File: config.mk
export PLATFORM = sky130hd
export DESIGN_NAME = up_timer_mm_ss_flat
export DESIGN_NICKNAME = d
export VERILOG_FILES = /design/src/rtl/up_timer_mm_ss_if.sv /design/src/rtl/up_timer_mm_ss.sv /design/src/flat_wrapper.sv
export SDC_FILE = /design/constraint.sdc
export NUM_CORES = 1
export LEC_CHECK = 0
export ABC_AREA = 1
export CORE_MARGIN = 3
export CORE_UTILIZATION = 36
export CTS_BUF_LIST = sky130_fd_sc_hd__clkbuf_8
export DETAILED_ROUTE_END_ITERATION = 16
export SETUP_SLACK_MARGIN = 0.4
export SYNTH_ARGS = -nofsm -noshare
export SYNTH_HDL_FRONTEND = slang
export SYNTH_SLANG_ARGS = --single-unit
File: constraint.sdc
create_clock -name clock -period 1.6 [get_ports clock]
set_input_delay 0.32 -clock clock [delete_from_list [all_inputs] [get_ports clock]]
set_output_delay 0.32 -clock clock [all_outputs]
set_load 0.1 [all_outputs]
File: src/rtl/up_timer_mm_ss_if.sv
// Signal bundle between the elapsed-time counter and its controller/display path.
// master drives commands and the limit; slave is the counter.
interface up_timer_mm_ss_if;
  logic       tick;
  logic       start;
  logic       stop;
  logic       clear;
  logic [7:0] limit_min;
  logic [7:0] limit_sec;
  logic [7:0] min_bcd;
  logic [7:0] sec_bcd;
  logic       running;
  logic       done;
  logic       rollover;

  modport master (
    output tick, start, stop, clear, limit_min, limit_sec,
    input  min_bcd, sec_bcd, running, done, rollover
  );

  modport slave (
    input  tick, start, stop, clear, limit_min, limit_sec,
    output min_bcd, sec_bcd, running, done, rollover
  );
endinterface

File: src/rtl/up_timer_mm_ss.sv
// Elapsed irrigation time counter, BCD mm:ss (00:00..99:59), advanced by a
// prescaled tick, with a programmable limit that latches a sticky done.
module up_timer_mm_ss #(
  parameter int unsigned PRESCALE = 1
) (
  input  logic            clock,
  input  logic            reset_n,
  up_timer_mm_ss_if.slave bus
);

  localparam int unsigned     PS_W    = $clog2(PRESCALE) + 1;
  localparam logic [PS_W-1:0] PS_LAST = PS_W'(PRESCALE - 1);

  typedef enum logic [1:0] {
    IDLE = 2'd0,
    RUN  = 2'd1,
    HOLD = 2'd2,
    DONE = 2'd3
  } state_t;

  state_t          state, state_nx;
  logic [PS_W-1:0] ps, ps_nx;
  logic [15:0]     tm, tm_nx;          // {min tens, min units, sec tens, sec units}
  logic            running_q, done_q, rollover_q, rollover_nx;

  logic [3:0]      inc_mt, inc_mu, inc_st, inc_su;
  logic            wrap;
  logic [15:0]     inc_tm;
  logic [15:0]     limit;
  logic            limit_ok;
  logic            limit_hit;

  // One BCD second increment with ripple carry through all four digits.
  always_comb begin
    inc_mt = tm[15:12];
    inc_mu = tm[11:8];
    inc_st = tm[7:4];
    inc_su = tm[3:0];
    wrap   = 1'b0;
    if (tm[3:0] != 4'd9) begin
      inc_su = tm[3:0] + 4'd1;
    end else begin
      inc_su = 4'd0;
      if (tm[7:4] != 4'd5) begin
        inc_st = tm[7:4] + 4'd1;
      end else begin
        inc_st = 4'd0;
        if (tm[11:8] != 4'd9) begin
          inc_mu = tm[11:8] + 4'd1;
        end else begin
          inc_mu = 4'd0;
          if (tm[15:12] != 4'd9) begin
            inc_mt = tm[15:12] + 4'd1;
          end else begin
            inc_mt = 4'd0;
            wrap   = 1'b1;
          end
        end
      end
    end
  end

  assign inc_tm = {inc_mt, inc_mu, inc_st, inc_su};

  // A malformed BCD limit or 00:00 can never match, so the counter free-runs.
  assign limit    = {bus.limit_min, bus.limit_sec};
  assign limit_ok = (limit[15:12] <= 4'd9) && (limit[11:8] <= 4'd9) &&
                    (limit[7:4]   <= 4'd5) && (limit[3:0]  <= 4'd9) &&
                    (limit != 16'h0000);
  assign limit_hit = limit_ok && (inc_tm == limit);

  // Next state; command priority is clear, then stop, then start, then tick.
  always_comb begin
    state_nx    = state;
    ps_nx       = ps;
    tm_nx       = tm;
    rollover_nx = 1'b0;
    if (bus.clear) begin
      state_nx = IDLE;
      ps_nx    = '0;
      tm_nx    = 16'h0000;
    end else begin
      unique case (state)
        IDLE: begin
          if (bus.start && !bus.stop) state_nx = RUN;
        end
        RUN: begin
          if (bus.stop) begin
            state_nx = HOLD;
          end else if (bus.tick) begin
            if (ps == PS_LAST) begin
              ps_nx       = '0;
              tm_nx       = inc_tm;
              rollover_nx = wrap;
              if (limit_hit) state_nx = DONE;
            end else begin
              ps_nx = ps + PS_W'(1);
            end
          end
        end
        HOLD: begin
          if (bus.start && !bus.stop) state_nx = RUN;
        end
        DONE: begin
          state_nx = DONE;
        end
        default: state_nx = IDLE;
      endcase
    end
  end

  always_ff @(posedge clock or negedge reset_n) begin
    if (!reset_n) begin
      state      <= IDLE;
      ps         <= '0;
      tm         <= 16'h0000;
      running_q  <= 1'b0;
      done_q     <= 1'b0;
      rollover_q <= 1'b0;
    end else begin
      state      <= state_nx;
      ps         <= ps_nx;
      tm         <= tm_nx;
      running_q  <= (state_nx == RUN);
      done_q     <= (state_nx == DONE);
      rollover_q <= rollover_nx;
    end
  end

  assign bus.min_bcd  = tm[15:8];
  assign bus.sec_bcd  = tm[7:0];
  assign bus.running  = running_q;
  assign bus.done     = done_q;
  assign bus.rollover = rollover_q;

endmodule

File: src/flat_wrapper.sv
// flat-port wrapper written by rule: the top's interface ports become plain ports
module up_timer_mm_ss_flat 
#(
  parameter int unsigned PRESCALE = 1
)
  (clock, reset_n, bus_tick, bus_start, bus_stop, bus_clear, bus_limit_min, bus_limit_sec, bus_min_bcd, bus_sec_bcd, bus_running, bus_done, bus_rollover);
  up_timer_mm_ss_if bus_i ();
  input  logic clock;
  input  logic reset_n;
  input wire logic [$bits(bus_i.tick)-1:0] bus_tick;
  input wire logic [$bits(bus_i.start)-1:0] bus_start;
  input wire logic [$bits(bus_i.stop)-1:0] bus_stop;
  input wire logic [$bits(bus_i.clear)-1:0] bus_clear;
  input wire logic [$bits(bus_i.limit_min)-1:0] bus_limit_min;
  input wire logic [$bits(bus_i.limit_sec)-1:0] bus_limit_sec;
  output wire logic [$bits(bus_i.min_bcd)-1:0] bus_min_bcd;
  output wire logic [$bits(bus_i.sec_bcd)-1:0] bus_sec_bcd;
  output wire logic [$bits(bus_i.running)-1:0] bus_running;
  output wire logic [$bits(bus_i.done)-1:0] bus_done;
  output wire logic [$bits(bus_i.rollover)-1:0] bus_rollover;
  assign bus_i.tick = bus_tick;
  assign bus_i.start = bus_start;
  assign bus_i.stop = bus_stop;
  assign bus_i.clear = bus_clear;
  assign bus_i.limit_min = bus_limit_min;
  assign bus_i.limit_sec = bus_limit_sec;
  assign bus_min_bcd = bus_i.min_bcd;
  assign bus_sec_bcd = bus_i.sec_bcd;
  assign bus_running = bus_i.running;
  assign bus_done = bus_i.done;
  assign bus_rollover = bus_i.rollover;
  up_timer_mm_ss #(.PRESCALE(PRESCALE)) u_core (.clock(clock), .reset_n(reset_n), .bus(bus_i));
endmodule
; ---- Word level (Yosys, flattened, before mapping)
; Cells that the tools add are included.
[classes]
addsub = 5
order_cmp = 4
eq_ne = 12
muxes = 36
reduce_logical = 14
[op_table]
columns = operator, count
row1 = $mux W16, 5
row2 = $mux W4, 10
row3 = $add A4 B1 Y4 const B, 4
row4 = $eq A16 B16 Y1, 1
row5 = $reduce_bool A16 Y1, 1
row6 = $mux W1, 14
row7 = $le A4 B4 Y1 const B, 3
row8 = $mux W2, 6
row9 = $ne A4 B4 Y1 const B, 3
row10 = $eq A2 B2 Y1 const B, 3
row11 = $logic_and A1 B1 Y1, 6
row12 = $pmux W2 S3, 1
row13 = $eq A2 B1 Y1 const B, 2
row14 = $le A4 B3 Y1 const B, 1
row15 = $ne A4 B3 Y1 const B, 1
row16 = $reduce_and A4 Y1, 1
row17 = $reduce_bool A2 Y1, 2
row18 = $reduce_and A3 Y1, 1
row19 = $logic_not A2 Y1, 1
row20 = $ne A2 B1 Y1 const B, 1
row21 = $ne A2 B2 Y1 const B, 1
row22 = $reduce_or A2 Y1, 1
row23 = $add A1 B1 Y1 const B, 1
row24 = $logic_not A1 Y1, 1
[word_totals]
regBits = 22
inputBits = 22
output_inout_bits = 19
elab_cells = 77

; ---- Depth between registers and ports, before layout
; Gate-level depths: netlist (run 1).
[depth]
ltp_word = 14
mapped_depth = 16
mapped_depth_nobuf = 16

; ---- Worst setup path after synthesis (run 1)
; No wires, ideal clock.
[synth_timing]
path_kind = reg2reg
from = register u_core.tm[0]
to = register u_core.running_q (netlist: u_core.bus.running)
setup_ns = 0.135
t_arrival_ns = 2.384
required_time_ns = 1.465
slack_ns = -0.918
stages_incl_launch_ff = 14
path_buffers = 1
synth_period_minus_slack_ns = 2.518
path_cell_list = dfrtp_1 > ha_1 > nand3_4 > nor2_4 > buf_6 > nand3_1 > nand3_2 > nand2_1 > nand2_1 > nand2_1 > nor2_1 > nand3_1 > nand2_2 > a21oi_1
[synth_between]
elab_chain_len = 11
[synth_lines]
columns = item, line_no
row1 = from (decl), up_timer_mm_ss.sv:23  ; logic [15:0] tm, tm_nx;
row2 = from (signal assigned), up_timer_mm_ss.sv:123  ; tm <= tm_nx;
row3 = $add A4 B1 Y4 or $ne A4 B4 Y1 (tied branches), "up_timer_mm_ss.sv:41, up_timer_mm_ss.sv:40"
row4 = $mux W4, up_timer_mm_ss.sv:40  ; if (tm[3:0] != 4'd9) begin
row5 = $eq A16 B16 Y1 (*), up_timer_mm_ss.sv:70  ; assign limit_hit = limit_ok && (inc_tm == limit);
row6 = $logic_and A1 B1 Y1 (*), up_timer_mm_ss.sv:70
row7 = $mux W2 (*), up_timer_mm_ss.sv:95  ; if (limit_hit) state_nx = DONE;
row8 = $mux W2 (*), up_timer_mm_ss.sv:91  ; if (ps == PS_LAST) begin
row9 = $mux W2 (*), up_timer_mm_ss.sv:90  ; end else if (bus.tick) begin
row10 = $mux W2 (*), up_timer_mm_ss.sv:88  ; if (bus.stop) begin
row11 = $pmux W2 S3 (*), up_timer_mm_ss.sv:83  ; unique case (state)
row12 = $mux W2 (*), up_timer_mm_ss.sv:78  ; if (bus.clear) begin
row13 = $eq A2 B1 Y1 (*), up_timer_mm_ss.sv:124  ; running_q <= (state_nx == RUN);
row14 = to (signal assigned), up_timer_mm_ss.sv:124
row15 = to (decl), up_timer_mm_ss.sv:24  ; logic running_q, done_q, rollover_q, rollover_nx;
; Every way passes the cells marked *; elsewhere a longest branch is shown, timed or not.
; A chain may end at the register's enable or synchronous reset.

; ---- Final worst setup path (run 1)
[layout_timing]
from = register u_core.tm[1]
to = register u_core.done_q (netlist: u_core.bus.done)
[layout_between]
elab_chain_len = 11
[layout_lines]
columns = item, line_no
row1 = $add A4 B1 Y4 or $ne A4 B4 Y1 (tied branches), "up_timer_mm_ss.sv:41, up_timer_mm_ss.sv:40"
row2 = $mux W4, up_timer_mm_ss.sv:40
row3 = $eq A16 B16 Y1 (*), up_timer_mm_ss.sv:70
row4 = $logic_and A1 B1 Y1 (*), up_timer_mm_ss.sv:70
row5 = $mux W2 (*), up_timer_mm_ss.sv:95
row6 = $mux W2 (*), up_timer_mm_ss.sv:91
row7 = $mux W2 (*), up_timer_mm_ss.sv:90
row8 = $mux W2 (*), up_timer_mm_ss.sv:88
row9 = $pmux W2 S3 (*), up_timer_mm_ss.sv:83
row10 = $mux W2 (*), up_timer_mm_ss.sv:78
row11 = $eq A2 B2 Y1 (*), up_timer_mm_ss.sv:125  ; done_q <= (state_nx == DONE);
row12 = to (signal assigned), up_timer_mm_ss.sv:125
row13 = to (decl), up_timer_mm_ss.sv:24
; Marks and branches as above.

==> results of run 1 <==
==> layer usage <==
metal  vias up  global-route usage, %  wire, microns
met4         0                   3.80            110
met1      1068                   28.0           2710
met3        11                   3.07            277
met2        57                   36.0           3270
met5         -                      0              0
li1       1115                      -              -
==> synth_stat cells, types with 2 or more instances <==
| cell | number | area, sq um |
|---|---|---|
| ha_1 | 8 | 100 |
| o22ai_1 | 12 | 75.1 |
| dfrtp_1 | 21 | 526 |
| nor2_4 | 3 | 33.8 |
| nand4_1 | 6 | 37.5 |
| inv_1 | 39 | 146 |
| nand3b_1 | 5 | 37.5 |
| o21ai_0 | 7 | 35.0 |
| nand3_1 | 31 | 155 |
| nand3_2 | 4 | 40.0 |
| nand2_1 | 90 | 338 |
| o211ai_1 | 2 | 15.0 |
| buf_6 | 2 | 22.5 |
| nor2_1 | 25 | 93.8 |
| nand2_2 | 5 | 31.3 |
| a21oi_1 | 4 | 20.0 |
| clkbuf_1 | 2 | 7.51 |
==> critical path, delay by kind of cell, from the launching register on <==
kind                     cells  cell delay, ps
flip-flops                   1             500
AND/OR/NAND/NOR             12            1020
buffers and inverters        2             210
adder cells (fa/ha/maj)      1             140
==> power by group through the flow <==
stage	registers [W]	clock network, W	logic, W
after floorplan	0.000560	0	0.0000592
after global placement	0.000548	0	0.000194
after detailed placement	0.000548	0	0.000196
after CTS	0.000537	0.000367	0.000198
after global routing	0.000537	0.000395	0.000235
final	0.000537	0.000366	0.000215
==> metrics by stage <==
| step | cells | total power (W) | TNS, ps | cell area, sq um | worst slack, ps |
|---|---|---|---|---|---|
| 2_1_floorplan | 274 | 0.000619 | -1260 | 1910 | -410 |
| 3_3_place_gp | 434 | 0.000742 | -2080 | 3030 | -279 |
| 3_5_place_dp | 434 | 0.000744 | -2950 | 3030 | -314 |
| 4_1_cts | 443 | 0.00110 | -1040 | 3280 | -295 |
| 5_1_grt | 451 | 0.00117 | -2220 | 3520 | -510 |
| 6_report | 451 | 0.00112 | -1300 | 3520 | -347 |
==> path summary, 6_finish.rpt <==
| kind | to | depth (start not counted) | start | slack (ps) |
|---|---|---|---|---|
| max | u_core.bus.done$_DFF_PN0_ | 15 | u_core.tm[1]$_DFFE_PN0P_ | -350 |
| min | u_core.bus.rollover$_DFF_PN0_ | 2 | reset_n | 400 |
| max reg2reg | u_core.bus.done$_DFF_PN0_ | 15 | u_core.tm[1]$_DFFE_PN0P_ | -350 |
| min reg2reg | u_core.state[0]$_DFF_PN0_ | 2 | u_core.state[1]$_DFF_PN0_ | 670 |
| max in group asynchronous | u_core.tm[9]$_DFFE_PN0P_ | 2 | reset_n | 930 |
| min in group clock | u_core.state[0]$_DFF_PN0_ | 2 | u_core.state[1]$_DFF_PN0_ | 670 |
==> layout make-up <==
class	instances	area, sq um
multi-input combinational	209	1360
timing repair buffer	112	1310
fill	343	1050
sequential	21	567
inverter	40	160
tap	65	81.3
clock buffer	3	41.3
clock inverter	1	3.75
==> flip-flops by register name (all words and copies together), names as in the netlist <==
signal,cells
u_core.bus.done,1
u_core.bus.rollover,1
u_core.bus.running,1
u_core.state,2
u_core.tm,16
==> cell families (layout without fill, tap and decap cells) <==
family          count (synthesis)  after routing  synth area share (%)
compound gates                 27             27                  8.94
simple gates                  174            174                  45.7
buf+inv                        44            156                  10.1
flops                          21             21                  29.6
fa+ha+maj                       8              8                  5.63
==> repair_timing <==
item / 4_1_cts / 5_1_grt
buffers inserted: 5 / 7
gates cloned: 0 / 1
hold buffers: 0 / 0
pin swaps: 6 / 12
hold endpoints to repair: 0 / 0
resized for setup: 44 / 38
endpoints found under the setup margin: 36 / 36
==> impl_metrics.prom, run 1 <==
# TYPE chip_impl_metric gauge
chip_impl_info{name="run_status",value="finished with violations"} 1
chip_impl_info{name="failed_checks",value="negative setup slack"} 1
chip_impl_metric{name="vias_in_the_first_global_route",unit=""} 2178
chip_impl_info{name="end_kind",value="flip-flop"} 1
chip_impl_metric{name="setup-violations-final",unit=""} 6
chip_impl_info{name="layout_common_cells",value="nand2_1, buf_4, inv_1"} 1
chip_impl_metric{name="worst_clock_skew",unit="ps"} 9.31
chip_impl_metric{name="drv_cap",unit=""} 0
chip_impl_info{name="layout.cells.most_common",value="nand2_1"} 1
chip_impl_metric{name="postSynthNetCount",unit=""} 304
chip_impl_metric{name="critical-path-max-stage-delay",unit="ps"} 500
chip_impl_metric{name="clock_insertion_delay_worst_skew",unit="ps"} 270
chip_impl_metric{name="synth_edf_count",unit=""} 0
chip_impl_metric{name="final_min_period_over_clock_period",unit="%"} 122
chip_impl_metric{name="power_density",unit="mW/mm^2"} 318
chip_impl_metric{name="globalRouteTotalUtil",unit="%"} 20.9
chip_impl_info{name="grt_setup_unrepaired",value="yes"} 1
chip_impl_metric{name="dieWidth",unit="microns"} 76.3
chip_impl_metric{name="final_core_util",unit="%"} 77.1
chip_impl_metric{name="num_rows",unit=""} 24
chip_impl_metric{name="layout_cell_share_with_drive_strength_beyond_1",unit="%"} 47.7
chip_impl_metric{name="mean_number_of_vias_per_cell",unit=""} 4.99
chip_impl_metric{name="post_synth_inst_count",unit=""} 274
chip_impl_metric{name="area.growth.synth_to_final",unit="%"} 97.8
chip_impl_metric{name="grt_max_degree",unit=""} 22
chip_impl_metric{name="final_period_minus_worst_setup_slack",unit="ps"} 1950
chip_impl_metric{name="combPwrFrac",unit="%"} 19.2
chip_impl_info{name="setup.worst_path.start_class",value="flip-flop"} 1
chip_impl_metric{name="total_leakage_power",unit="nW"} 1.57
chip_impl_metric{name="fmaxAchievable",unit="MHz"} 514
chip_impl_metric{name="ys_async_sr_fraction",unit="%"} 100
chip_impl_metric{name="timing.critical_path.fanout_max",unit=""} 5
chip_impl_info{name="worst_path_cell_trace",value="inv_4 > ha_4 > nand3_4 > nor2_4 > buf_6 > nand3_2 > nand2_4 > nand2_1 > nand2_1 > nand2_1 > nor2_1 > nand3_1 > nand2_2 > nand2_2 > nor2_2"} 1
chip_impl_info{name="ctsRootBufferMaster",value="clkbuf_8"} 1
chip_impl_metric{name="number_of_antenna_violations_at_the_first_check_in_global_routing",unit=""} 0
chip_impl_metric{name="post-route-drc-count",unit=""} 0
chip_impl_metric{name="postSynthAreaPerCell",unit="sq um"} 6.49
chip_impl_metric{name="clkTransAtPathRegs",unit="ps"} 90
chip_impl_metric{name="arrival",unit="ps"} 2140
chip_impl_metric{name="total_switching_power",unit="W"} 0.000307
chip_impl_metric{name="max-vdd-ir-drop",unit="uV"} 274
chip_impl_info{name="crit_path_top_delay_cell",value="dfrtp_4"} 1
chip_impl_metric{name="power_frac_seq",unit="%"} 48.1
chip_impl_metric{name="power.switching_fraction",unit="%"} 27.5
chip_impl_info{name="cts_tree",value="yes"} 1
chip_impl_metric{name="routed-via-count",unit=""} 2251
chip_impl_metric{name="slew-limit-headroom",unit="%"} 76.8
chip_impl_metric{name="post_route_wl",unit="microns"} 6370
chip_impl_metric{name="nNetsFinal",unit=""} 417
chip_impl_metric{name="h-tree-depth",unit=""} 1
chip_impl_metric{name="clock_power_share",unit="%"} 32.7
chip_impl_metric{name="start_util",unit="%"} 39.0
chip_impl_metric{name="hold_viol_final",unit=""} 0
chip_impl_metric{name="clk_path_buf_depth",unit=""} 2
chip_impl_metric{name="buffer_ports.inserted",unit=""} 40
chip_impl_metric{name="synth.ff_latch_count",unit=""} 21
chip_impl_metric{name="yosysUniqueCellTypes",unit=""} 25
chip_impl_info{name="timing_worst_setup_path_type",value="reg2reg"} 1
chip_impl_metric{name="internal_power",unit="W"} 0.000811
chip_impl_metric{name="post-route-worst-setup-slack",unit="ps"} -347
chip_impl_metric{name="ios",unit=""} 41
chip_impl_metric{name="insertedDiodeCount",unit=""} 0
chip_impl_metric{name="grt_pass1_wl",unit="microns"} 10000
chip_impl_metric{name="place_congestion",unit=""} 0.860
chip_impl_metric{name="fp.coreArea",unit="sq mm"} 0.00456
chip_impl_info{name="critPathMostFrequentCell",value="nand2_1"} 1
chip_impl_metric{name="data_required_critical_path",unit="ps"} 1800
chip_impl_metric{name="timing_worst_slew_pin_value",unit="ps"} 347
chip_impl_metric{name="drt_pre_antenna_iters",unit=""} 4
chip_impl_metric{name="cts_buffers",unit=""} 3
chip_impl_metric{name="ant_nets",unit=""} 0
chip_impl_info{name="hold_path.class",value="in2async"} 1
chip_impl_metric{name="ys_seq_area_share",unit="%"} 29.6
chip_impl_metric{name="whs",unit="ps"} 398
chip_impl_metric{name="globalRouteOverflowTotal",unit=""} 0
chip_impl_metric{name="max_slew_violation_count",unit=""} 0
chip_impl_metric{name="die_area",unit="sq mm"} 0.00582
chip_impl_metric{name="post_synth_instance_area",unit="sq mm"} 0.00178
chip_impl_metric{name="dpl.hpwl",unit="microns"} 4410
chip_impl_metric{name="clock-sinks",unit=""} 21
chip_impl_metric{name="yosys_warnings",unit=""} 0
chip_impl_metric{name="die-height",unit="microns"} 76.3
chip_impl_metric{name="wire_per_inst",unit="microns"} 14.1
chip_impl_info{name="yosys_most_used_dff",value="dfrtp_1"} 1
chip_impl_metric{name="drt_iter0_drc",unit=""} 153
Note: power is estimated with default switching activity, not from simulation.
==> run 2: changes to the inputs <==
--- a/config.mk
+++ b/config.mk
@@ -6,7 +6,6 @@
 export NUM_CORES = 1
 export LEC_CHECK = 0
 export ABC_AREA = 1
-export CORE_MARGIN = 3
 export CORE_UTILIZATION = 36
 export CTS_BUF_LIST = sky130_fd_sc_hd__clkbuf_8
 export DETAILED_ROUTE_END_ITERATION = 16
==> impl_metrics.prom, run 2 (same netlist as run 1, synthesis figures left out) <==
# TYPE chip_impl_metric gauge
chip_impl_metric{name="post-route-worst-setup-slack",unit="ps"} -437
chip_impl_metric{name="grt_max_degree",unit=""} 22
chip_impl_info{name="failed_checks",value="negative setup slack"} 1
chip_impl_metric{name="h-tree-depth",unit=""} 1
chip_impl_metric{name="arrival",unit="ps"} 2240
chip_impl_metric{name="drv_cap",unit=""} 0
chip_impl_info{name="crit_path_top_delay_cell",value="dfrtp_4"} 1
chip_impl_metric{name="worst_clock_skew",unit="ps"} 5.93
chip_impl_metric{name="nFillCells",unit=""} 357
chip_impl_metric{name="post-route-drc-count",unit=""} 0
chip_impl_metric{name="cts_buffers",unit=""} 3
chip_impl_metric{name="ant_nets",unit=""} 0
chip_impl_metric{name="clkTransAtPathRegs",unit="ps"} 90
chip_impl_info{name="setup.worst_path.start_class",value="flip-flop"} 1
chip_impl_metric{name="globalRouteOverflowTotal",unit=""} 0
chip_impl_metric{name="die-height",unit="microns"} 72.3
chip_impl_metric{name="ios",unit=""} 41
chip_impl_info{name="timing_worst_setup_path_type",value="reg2reg"} 1
chip_impl_info{name="layout.cells.most_common",value="nand2_1"} 1
chip_impl_metric{name="hold_viol_final",unit=""} 0
chip_impl_info{name="cts_tree",value="yes"} 1
chip_impl_info{name="largest_register",value="u_core.tm"} 1
chip_impl_metric{name="max-vdd-ir-drop",unit="uV"} 320
chip_impl_info{name="r2r_start",value="u_core.tm[1]$_DFFE_PN0P_"} 1
chip_impl_metric{name="post_route_wl",unit="microns"} 6450
chip_impl_metric{name="slew-limit-headroom",unit="%"} 78.8
chip_impl_metric{name="mean_number_of_vias_per_cell",unit=""} 5.00
chip_impl_metric{name="start_util",unit="%"} 37.6
chip_impl_info{name="layout_common_cells",value="nand2_1, buf_4, inv_1"} 1
chip_impl_metric{name="wire_per_inst",unit="microns"} 14.0
chip_impl_metric{name="final_period_minus_worst_setup_slack",unit="ps"} 2040
chip_impl_metric{name="clock_insertion_delay_worst_skew",unit="ps"} 270
chip_impl_metric{name="clock-sinks",unit=""} 21
chip_impl_metric{name="num_rows",unit=""} 25
chip_impl_metric{name="dieWidth",unit="microns"} 72.3
chip_impl_metric{name="nNetsFinal",unit=""} 423
chip_impl_metric{name="die_area",unit="sq mm"} 0.00522
chip_impl_metric{name="insertedDiodeCount",unit=""} 0
chip_impl_metric{name="ff2ff_setup_slack",unit="ps"} -440
chip_impl_metric{name="drt_iter0_drc",unit=""} 115
chip_impl_metric{name="total_power_draw",unit="W"} 0.00112
chip_impl_metric{name="data_required_critical_path",unit="ps"} 1800
chip_impl_metric{name="clk_path_buf_depth",unit=""} 2
chip_impl_metric{name="routed-via-count",unit=""} 2297
chip_impl_metric{name="globalRouteTotalUtil",unit="%"} 22.8
chip_impl_metric{name="multiInputGateArea",unit="sq mm"} 0.00138
chip_impl_info{name="end_kind",value="flip-flop"} 1
chip_impl_metric{name="number_of_flip_flops_in_the_largest_register",unit=""} 16
chip_impl_metric{name="timing.critical_path.fanout_max",unit=""} 6
chip_impl_info{name="run_status",value="finished with violations"} 1
chip_impl_metric{name="dpl.hpwl",unit="microns"} 4340
chip_impl_metric{name="setup-violations-final",unit=""} 10
chip_impl_metric{name="layout_cell_share_with_drive_strength_beyond_1",unit="%"} 50.0
chip_impl_metric{name="fp.coreArea",unit="sq mm"} 0.00472
chip_impl_metric{name="final_cells",unit=""} 459
chip_impl_metric{name="worst_r2r_path_depth",unit=""} 15
chip_impl_info{name="grt_setup_unrepaired",value="yes"} 1
chip_impl_info{name="layout_top_registers",value="u_core.tm (16), u_core.state (2)"} 1
chip_impl_info{name="worst_path_cell_trace",value="inv_4 > ha_4 > nand2_4 > nor2_4 > buf_4 > nand2_2 > nand3_1 > nand2_1 > nor2_1 > nand3_1 > nor2_1 > nand3_1 > nand2_2 > nand2_2 > nor2_2"} 1
chip_impl_metric{name="grt_pass1_wl",unit="microns"} 9130
chip_impl_metric{name="timing_worst_slew_pin_value",unit="ps"} 317
chip_impl_metric{name="fmaxAchievable",unit="MHz"} 491
chip_impl_metric{name="power_density",unit="mW/mm^2"} 312
chip_impl_metric{name="max_slew_violation_count",unit=""} 0
chip_impl_metric{name="area.growth.synth_to_final",unit="%"} 101
chip_impl_metric{name="buffer_ports.inserted",unit=""} 40
chip_impl_info{name="ctsRootBufferMaster",value="clkbuf_8"} 1
chip_impl_info{name="rr_endpoint",value="u_core.bus.done$_DFF_PN0_"} 1
chip_impl_metric{name="total_leakage_power",unit="nW"} 1.63
chip_impl_metric{name="place_congestion",unit=""} 0.834
chip_impl_metric{name="holdBufCountCts",unit=""} 0
chip_impl_metric{name="number_of_cells_after_detailed_placement",unit=""} 440
chip_impl_metric{name="drt_pre_antenna_iters",unit=""} 4
chip_impl_metric{name="vias_in_the_first_global_route",unit=""} 2086
chip_impl_metric{name="number_of_antenna_violations_at_the_first_check_in_global_routing",unit=""} 0
chip_impl_metric{name="seqCellArea",unit="sq um"} 567
chip_impl_metric{name="critical-path-max-stage-delay",unit="ps"} 500
chip_impl_metric{name="whs",unit="ps"} 400
chip_impl_metric{name="final_min_period_over_clock_period",unit="%"} 127
chip_impl_info{name="hold_path.class",value="in2async"} 1
run 2: cell count changes in the layout (fill, tap and decap cells not counted), sizes merged:
cell	delta
dlymetal6s2s	+1
clkdlybuf4s50	-1
clkinv	+1
nand2	+1
inv	-1
buf	+5
run 2: worst max-delay path by stage:
stage                             start                      endpoint  slack (ps)
6_report       u_core.tm[1]$_DFFE_PN0P_     u_core.bus.done$_DFF_PN0_        -440
5_1_grt        u_core.tm[1]$_DFFE_PN0P_     u_core.bus.done$_DFF_PN0_        -530
4_1_cts        u_core.tm[1]$_DFFE_PN0P_     u_core.bus.done$_DFF_PN0_        -350
3_5_place_dp   u_core.tm[1]$_DFFE_PN0P_     u_core.bus.done$_DFF_PN0_        -350
3_3_place_gp           bus_limit_min[1]     u_core.bus.done$_DFF_PN0_        -350
2_1_floorplan  u_core.tm[1]$_DFFE_PN0P_  u_core.bus.running$_DFF_PN0_        -410
run 2: worst max-delay path: cells and delay by family, from the launching register on:
kind                     cells  cell delay (ps)
adder cells (fa/ha/maj)      1              150
buffers and inverters        2              250
flip-flops                   1              500
AND/OR/NAND/NOR             12             1060
run 2: layout make-up:
type                       instances  share of cell area [%]
inverter                          40                    4.41
timing repair buffer             117                    37.5
clock inverter                     1                   0.140
multi-input combinational        210                    38.6
clock buffer                       3                    1.15
tap                               67                    2.34
sequential                        21                    15.8
run 2: power breakdown:
group / total, W / internal (W) / leakage (nW) / switching [W]
clock: 0.000364 / 0.000174 / 0.0255 / 0.000190
combinational: 0.000214 / 0.000105 / 1.35 / 0.000109
sequential: 0.000537 / 0.000534 / 0.261 / 0.00000374
total: 0.00112 / 0.000812 / 1.63 / 0.000303
run 2: per-layer routing:
layer | wire (microns) | track usage (%) | up-vias | share of wire [%]
met2 | 3340 | 41.4 | 77 | 52
met3 | 269 | 3.47 | 17 | 4.2
met1 | 2680 | 27.9 | 1075 | 41
met5 | 0 | 0 | - | 0
met4 | 156 | 6.10 | 0 | 2.4
li1 | - | - | 1128 | -
run 2: repair_timing:
action / CTS / global route
setup buffers: 3 / 10
endpoints found under the setup margin: 36 / 36
gates cloned: 1 / 1
pin swaps: 7 / 15
resized for setup: 24 / 64
run 2: metrics by stage:
step	worst slack, ps	area, sq um	TNS [ps]	utilization (%)
2_1_floorplan	-410	1910	-1260	-
3_3_place_gp	-346	3060	-3150	64.8
3_5_place_dp	-346	3060	-4010	64.8
4_1_cts	-347	3230	-1240	68.5
5_1_grt	-529	3580	-2520	75.8
6_report	-437	3580	-1720	75.8
==> run 3: changes to the inputs <==
--- a/config.mk
+++ b/config.mk
@@ -6,9 +6,10 @@
 export NUM_CORES = 1
 export LEC_CHECK = 0
 export ABC_AREA = 1
-export CORE_UTILIZATION = 36
+export CORE_UTILIZATION = 47
 export CTS_BUF_LIST = sky130_fd_sc_hd__clkbuf_8
 export DETAILED_ROUTE_END_ITERATION = 16
+export PLACE_DENSITY = 0.79
 export SETUP_SLACK_MARGIN = 0.4
 export SYNTH_ARGS = -nofsm -noshare
 export SYNTH_HDL_FRONTEND = slang
==> impl_metrics.prom, run 3 <==
# TYPE chip_impl_metric gauge
chip_impl_metric{name="die-height",unit="microns"} 63.5
chip_impl_metric{name="synthAdderAreaFrac",unit="%"} 5.63
chip_impl_info{name="synthDominantAreaCellType",value="dfrtp_1"} 1
chip_impl_metric{name="synth.ff_latch_count",unit=""} 21
chip_impl_info{name="synth_area_leaders",value="dfrtp_1, nand2_1, nand3_1"} 1
chip_impl_metric{name="buffer_ports.inserted",unit=""} 40
chip_impl_metric{name="yosys_warnings",unit=""} 0
chip_impl_info{name="toolErrorMsg",value="[ERROR DPL-0038] Utilization greater than 100%, impossible to legalize"} 1
chip_impl_metric{name="postSynthAreaPerCell",unit="sq um"} 6.49
chip_impl_metric{name="synth_mux_area_share",unit="%"} 0
chip_impl_metric{name="dieWidth",unit="microns"} 63.5
chip_impl_metric{name="post-cts-setup-buffers",unit=""} 21
chip_impl_info{name="run_status",value="stopped before the end"} 1
chip_impl_info{name="outcome.stop_stage",value="clock tree synthesis"} 1
chip_impl_metric{name="post_synth_instance_area",unit="sq mm"} 0.00178
chip_impl_metric{name="ios",unit=""} 41
chip_impl_metric{name="post_synth_inst_count",unit=""} 274
chip_impl_metric{name="place_congestion",unit=""} 0.894
chip_impl_metric{name="ys_async_sr_fraction",unit="%"} 100
chip_impl_metric{name="ys_seq_area_share",unit="%"} 29.6
chip_impl_metric{name="synth_simple_gate_area_share",unit="%"} 45.7
chip_impl_metric{name="clock-sinks",unit=""} 21
chip_impl_metric{name="clk_path_buf_depth",unit=""} 2
chip_impl_metric{name="fraction_of_the_mapped_netlist_area_in_compound_gates",unit="%"} 8.94
chip_impl_metric{name="place_ws",unit="ps"} -358
chip_impl_info{name="ctsRootBufferMaster",value="clkbuf_8"} 1
chip_impl_info{name="largest_family_of_logic_cells_by_synthesized_area",value="simple AND/OR/NAND/NOR gates"} 1
chip_impl_metric{name="dpl.hpwl",unit="microns"} 4760
chip_impl_metric{name="yosysUniqueCellTypes",unit=""} 25
chip_impl_metric{name="cts_repair_resize_count",unit=""} 67
chip_impl_metric{name="yosys.area.top_type_share",unit="%"} 29.6
chip_impl_info{name="post-synth-top-count-cell",value="nand2_1"} 1
chip_impl_metric{name="holdBufCountCts",unit=""} 0
chip_impl_metric{name="postSynthNetCount",unit=""} 304
chip_impl_metric{name="h-tree-depth",unit=""} 1
chip_impl_metric{name="synth_edf_count",unit=""} 0
chip_impl_metric{name="fraction_of_synthesized_cell_area_in_xor_and_xnor_cells",unit="%"} 0
chip_impl_metric{name="cts_buffers",unit=""} 3
chip_impl_info{name="synth.top_cells.by_count",value="nand2_1, inv_1, nand3_1, nor2_1, dfrtp_1"} 1
chip_impl_metric{name="start_util",unit="%"} 51.3
chip_impl_metric{name="num_rows",unit=""} 21
chip_impl_info{name="yosys_most_used_dff",value="dfrtp_1"} 1
[run 3: cell counts after synthesis]
Identical to the previous run, type by type.
[run 3: through the flow]
step / TNS [ps] / util, % / cells / area (sq um)
global placement: -2970 / 87.4 / 422 / 3030
detailed placement: -3720 / 87.4 / 422 / 3030
floorplan: -1260 / - / 274 / 1910
[run 3: cells by family after synthesis]
logic type / count (synthesis)
flip-flops: 21
adder cells (fa/ha/maj): 8
AND/OR/NAND/NOR: 174
AO/OA/AOI/OAI: 27
buffers and inverters: 44
==> run 4: changes to the inputs <==
--- a/config.mk
+++ b/config.mk
@@ -6,11 +6,9 @@
 export NUM_CORES = 1
 export LEC_CHECK = 0
 export ABC_AREA = 1
-export CORE_UTILIZATION = 47
-export CTS_BUF_LIST = sky130_fd_sc_hd__clkbuf_8
+export CORE_UTILIZATION = 40
 export DETAILED_ROUTE_END_ITERATION = 16
-export PLACE_DENSITY = 0.79
-export SETUP_SLACK_MARGIN = 0.4
+export PLACE_DENSITY_LB_ADDON = 0.15
 export SYNTH_ARGS = -nofsm -noshare
 export SYNTH_HDL_FRONTEND = slang
 export SYNTH_SLANG_ARGS = --single-unit
==> constraint.sdc (replaced) <==
create_clock -name clock -period 2.1 [get_ports clock]
set_input_delay 0.42 -clock clock [delete_from_list [all_inputs] [get_ports clock]]
set_output_delay 0.42 -clock clock [all_outputs]
set_load 0.1 [all_outputs]
==> impl_metrics.prom, run 4 (same netlist as run 1, synthesis figures left out) <==
# TYPE chip_impl_metric gauge
chip_impl_info{name="run_status",value="complete, no violations"} 1
chip_impl_metric{name="area.growth.synth_to_final",unit="%"} 41.5
chip_impl_info{name="layout_top_registers",value="u_core.tm (16), u_core.state (2)"} 1
chip_impl_metric{name="number_of_antenna_violations_at_the_first_check_in_global_routing",unit=""} 0
chip_impl_metric{name="grt_pass1_wl",unit="microns"} 7940
chip_impl_metric{name="ant_nets",unit=""} 0
chip_impl_metric{name="die_area",unit="sq mm"} 0.00472
chip_impl_metric{name="setup-violations-final",unit=""} 0
chip_impl_metric{name="ios",unit=""} 41
chip_impl_metric{name="dpl.hpwl",unit="microns"} 3750
chip_impl_metric{name="drv_cap",unit=""} 0
chip_impl_info{name="layout.cells.most_common",value="nand2_1"} 1
chip_impl_metric{name="drt_iter0_drc",unit=""} 91
chip_impl_metric{name="timing_worst_slew_pin_value",unit="ps"} 476
chip_impl_metric{name="slew-limit-headroom",unit="%"} 68.2
chip_impl_info{name="largest_register",value="u_core.tm"} 1
chip_impl_metric{name="post-route-drc-count",unit=""} 0
chip_impl_metric{name="insertedDiodeCount",unit=""} 0
chip_impl_metric{name="timing.critical_path.fanout_max",unit=""} 5
chip_impl_metric{name="hold_viol_final",unit=""} 0
chip_impl_metric{name="max_slew_violation_count",unit=""} 0
chip_impl_metric{name="mean_number_of_vias_per_cell",unit=""} 5.05
chip_impl_metric{name="h-tree-depth",unit=""} 1
chip_impl_metric{name="grt_max_degree",unit=""} 22
chip_impl_metric{name="clock-sinks",unit=""} 21
chip_impl_metric{name="num_rows",unit=""} 23
chip_impl_metric{name="fp.coreArea",unit="sq mm"} 0.00414
chip_impl_info{name="layout_common_cells",value="nand2_1, buf_4, inv_1"} 1
chip_impl_metric{name="clock_insertion_delay_worst_skew",unit="ps"} 270
chip_impl_metric{name="arrival",unit="ps"} 2190
chip_impl_metric{name="globalRouteOverflowTotal",unit=""} 0
chip_impl_metric{name="vias_in_the_first_global_route",unit=""} 1769
chip_impl_info{name="grt_setup_unrepaired",value="yes"} 1
chip_impl_metric{name="layout_cell_share_with_drive_strength_beyond_1",unit="%"} 27.5
chip_impl_metric{name="final_min_period_over_clock_period",unit="%"} 94.7
chip_impl_info{name="hold_path.class",value="in2async"} 1
chip_impl_metric{name="power_density",unit="mW/mm^2"} 325
chip_impl_info{name="setup.worst_path.start_class",value="flip-flop"} 1
chip_impl_metric{name="total_leakage_power",unit="nW"} 1.24
chip_impl_metric{name="fmaxAchievable",unit="MHz"} 503
chip_impl_metric{name="post_route_wl",unit="microns"} 5020
chip_impl_metric{name="total_power_draw",unit="W"} 0.000818
chip_impl_metric{name="worst_clock_skew",unit="ps"} 2.35
chip_impl_metric{name="data_required_critical_path",unit="ps"} 2300
chip_impl_metric{name="holdBufCountCts",unit=""} 0
chip_impl_info{name="timing_worst_setup_path_type",value="reg2reg"} 1
chip_impl_metric{name="place_congestion",unit=""} 0.871
chip_impl_metric{name="clk_path_buf_depth",unit=""} 2
chip_impl_metric{name="dieWidth",unit="microns"} 68.7
chip_impl_metric{name="whs",unit="ps"} 492
chip_impl_metric{name="max-vdd-ir-drop",unit="uV"} 202
chip_impl_metric{name="wire_per_inst",unit="microns"} 12.9
chip_impl_metric{name="final_period_minus_worst_setup_slack",unit="ps"} 1990
chip_impl_metric{name="die-height",unit="microns"} 68.7
chip_impl_metric{name="buffer_ports.inserted",unit=""} 40
chip_impl_metric{name="start_util",unit="%"} 42.9
chip_impl_metric{name="nNetsFinal",unit=""} 369
chip_impl_info{name="cts_tree",value="yes"} 1
chip_impl_metric{name="globalRouteTotalUtil",unit="%"} 22.8
chip_impl_metric{name="clkTransAtPathRegs",unit="ps"} 80
chip_impl_metric{name="drt_pre_antenna_iters",unit=""} 5
chip_impl_info{name="ctsRootBufferMaster",value="clkbuf_8"} 1
chip_impl_metric{name="cts_buffers",unit=""} 3
chip_impl_metric{name="routed-via-count",unit=""} 1961
chip_impl_metric{name="number_of_flip_flops_in_the_largest_register",unit=""} 16
chip_impl_info{name="end_kind",value="flip-flop"} 1
run 4: metrics by stage:
stage	worst slack, ps	area (sq um)	util, %	instances	setup TNS (ps)
detailed placement	-20.0	2280	55.1	372	-26.2
CTS	18.4	2370	57.3	380	0
finish	111	2520	60.7	388	0
floorplan	3.28	1810	-	274	0
global route	-59.3	2520	60.7	388	-126
global placement	-6.94	2280	55.1	372	-13.3
run 4: what timing repair did:
item	in CTS	in global routing
setup buffers	3	8
endpoints found under the setup margin	3	3
gates cloned	1	0
gates resized for setup	3	22
pin swaps	1	7
run 4: final cells by class:
| type | count | area (sq um) |
|---|---|---|
| fill | 405 | 1630 |
| multi-input combinational | 210 | 1170 |
| sequential | 21 | 557 |
| timing repair buffer | 63 | 533 |
| inverter | 40 | 153 |
| tap | 50 | 62.6 |
| clock buffer | 4 | 45.0 |
run 4: worst paths after layout:
path                                        endpoint  depth (start not counted)                 startpoint  slack (ps)
max                        u_core.bus.done$_DFF_PN0_                         15   u_core.tm[1]$_DFFE_PN0P_         110
min                         u_core.tm[0]$_DFFE_PN0P_                          2                    reset_n         490
max reg2reg                u_core.bus.done$_DFF_PN0_                         15   u_core.tm[1]$_DFFE_PN0P_         110
min reg2reg                u_core.state[0]$_DFF_PN0_                          2  u_core.state[1]$_DFF_PN0_         640
max in group asynchronous   u_core.tm[8]$_DFFE_PN0P_                          2                    reset_n        1350
min in group clock         u_core.state[0]$_DFF_PN0_                          2  u_core.state[1]$_DFF_PN0_         640
run 4: critical path: stages (launching register included):
cell and delay [ps]:
dfrtp_4 500, inv_4 70, ha_4 150, nand2_4 60, nor2_4 190, buf_6 140
nand3_1 90, nand3_1 130, nand2_1 60, nand2_1 70, nand2_1 50, nor2_1 80
nand3_1 110, nand2_2 90, nand2_2 50, nor2_2 80
run 4: power by group:
group | leakage, nW | internal [W] | switching [W] | total, W
clock | 0.0228 | 0.000136 | 0.000142 | 0.000278
sequential | 0.266 | 0.000407 | 0.00000183 | 0.000409
combinational | 0.948 | 0.0000607 | 0.0000715 | 0.000132
run 4: layer usage:
metal  wire length (microns)  vias to the layer above  GRT usage (%)  part of all wire (%)
met1                    2360                      881           30.3                    47
met3                     212                        8           3.13                   4.2
li1                        -                     1018              -                     -
met2                    2390                       54           38.4                    48
met5                       0                        -              0                     0
met4                      57                        0           6.25                   1.1
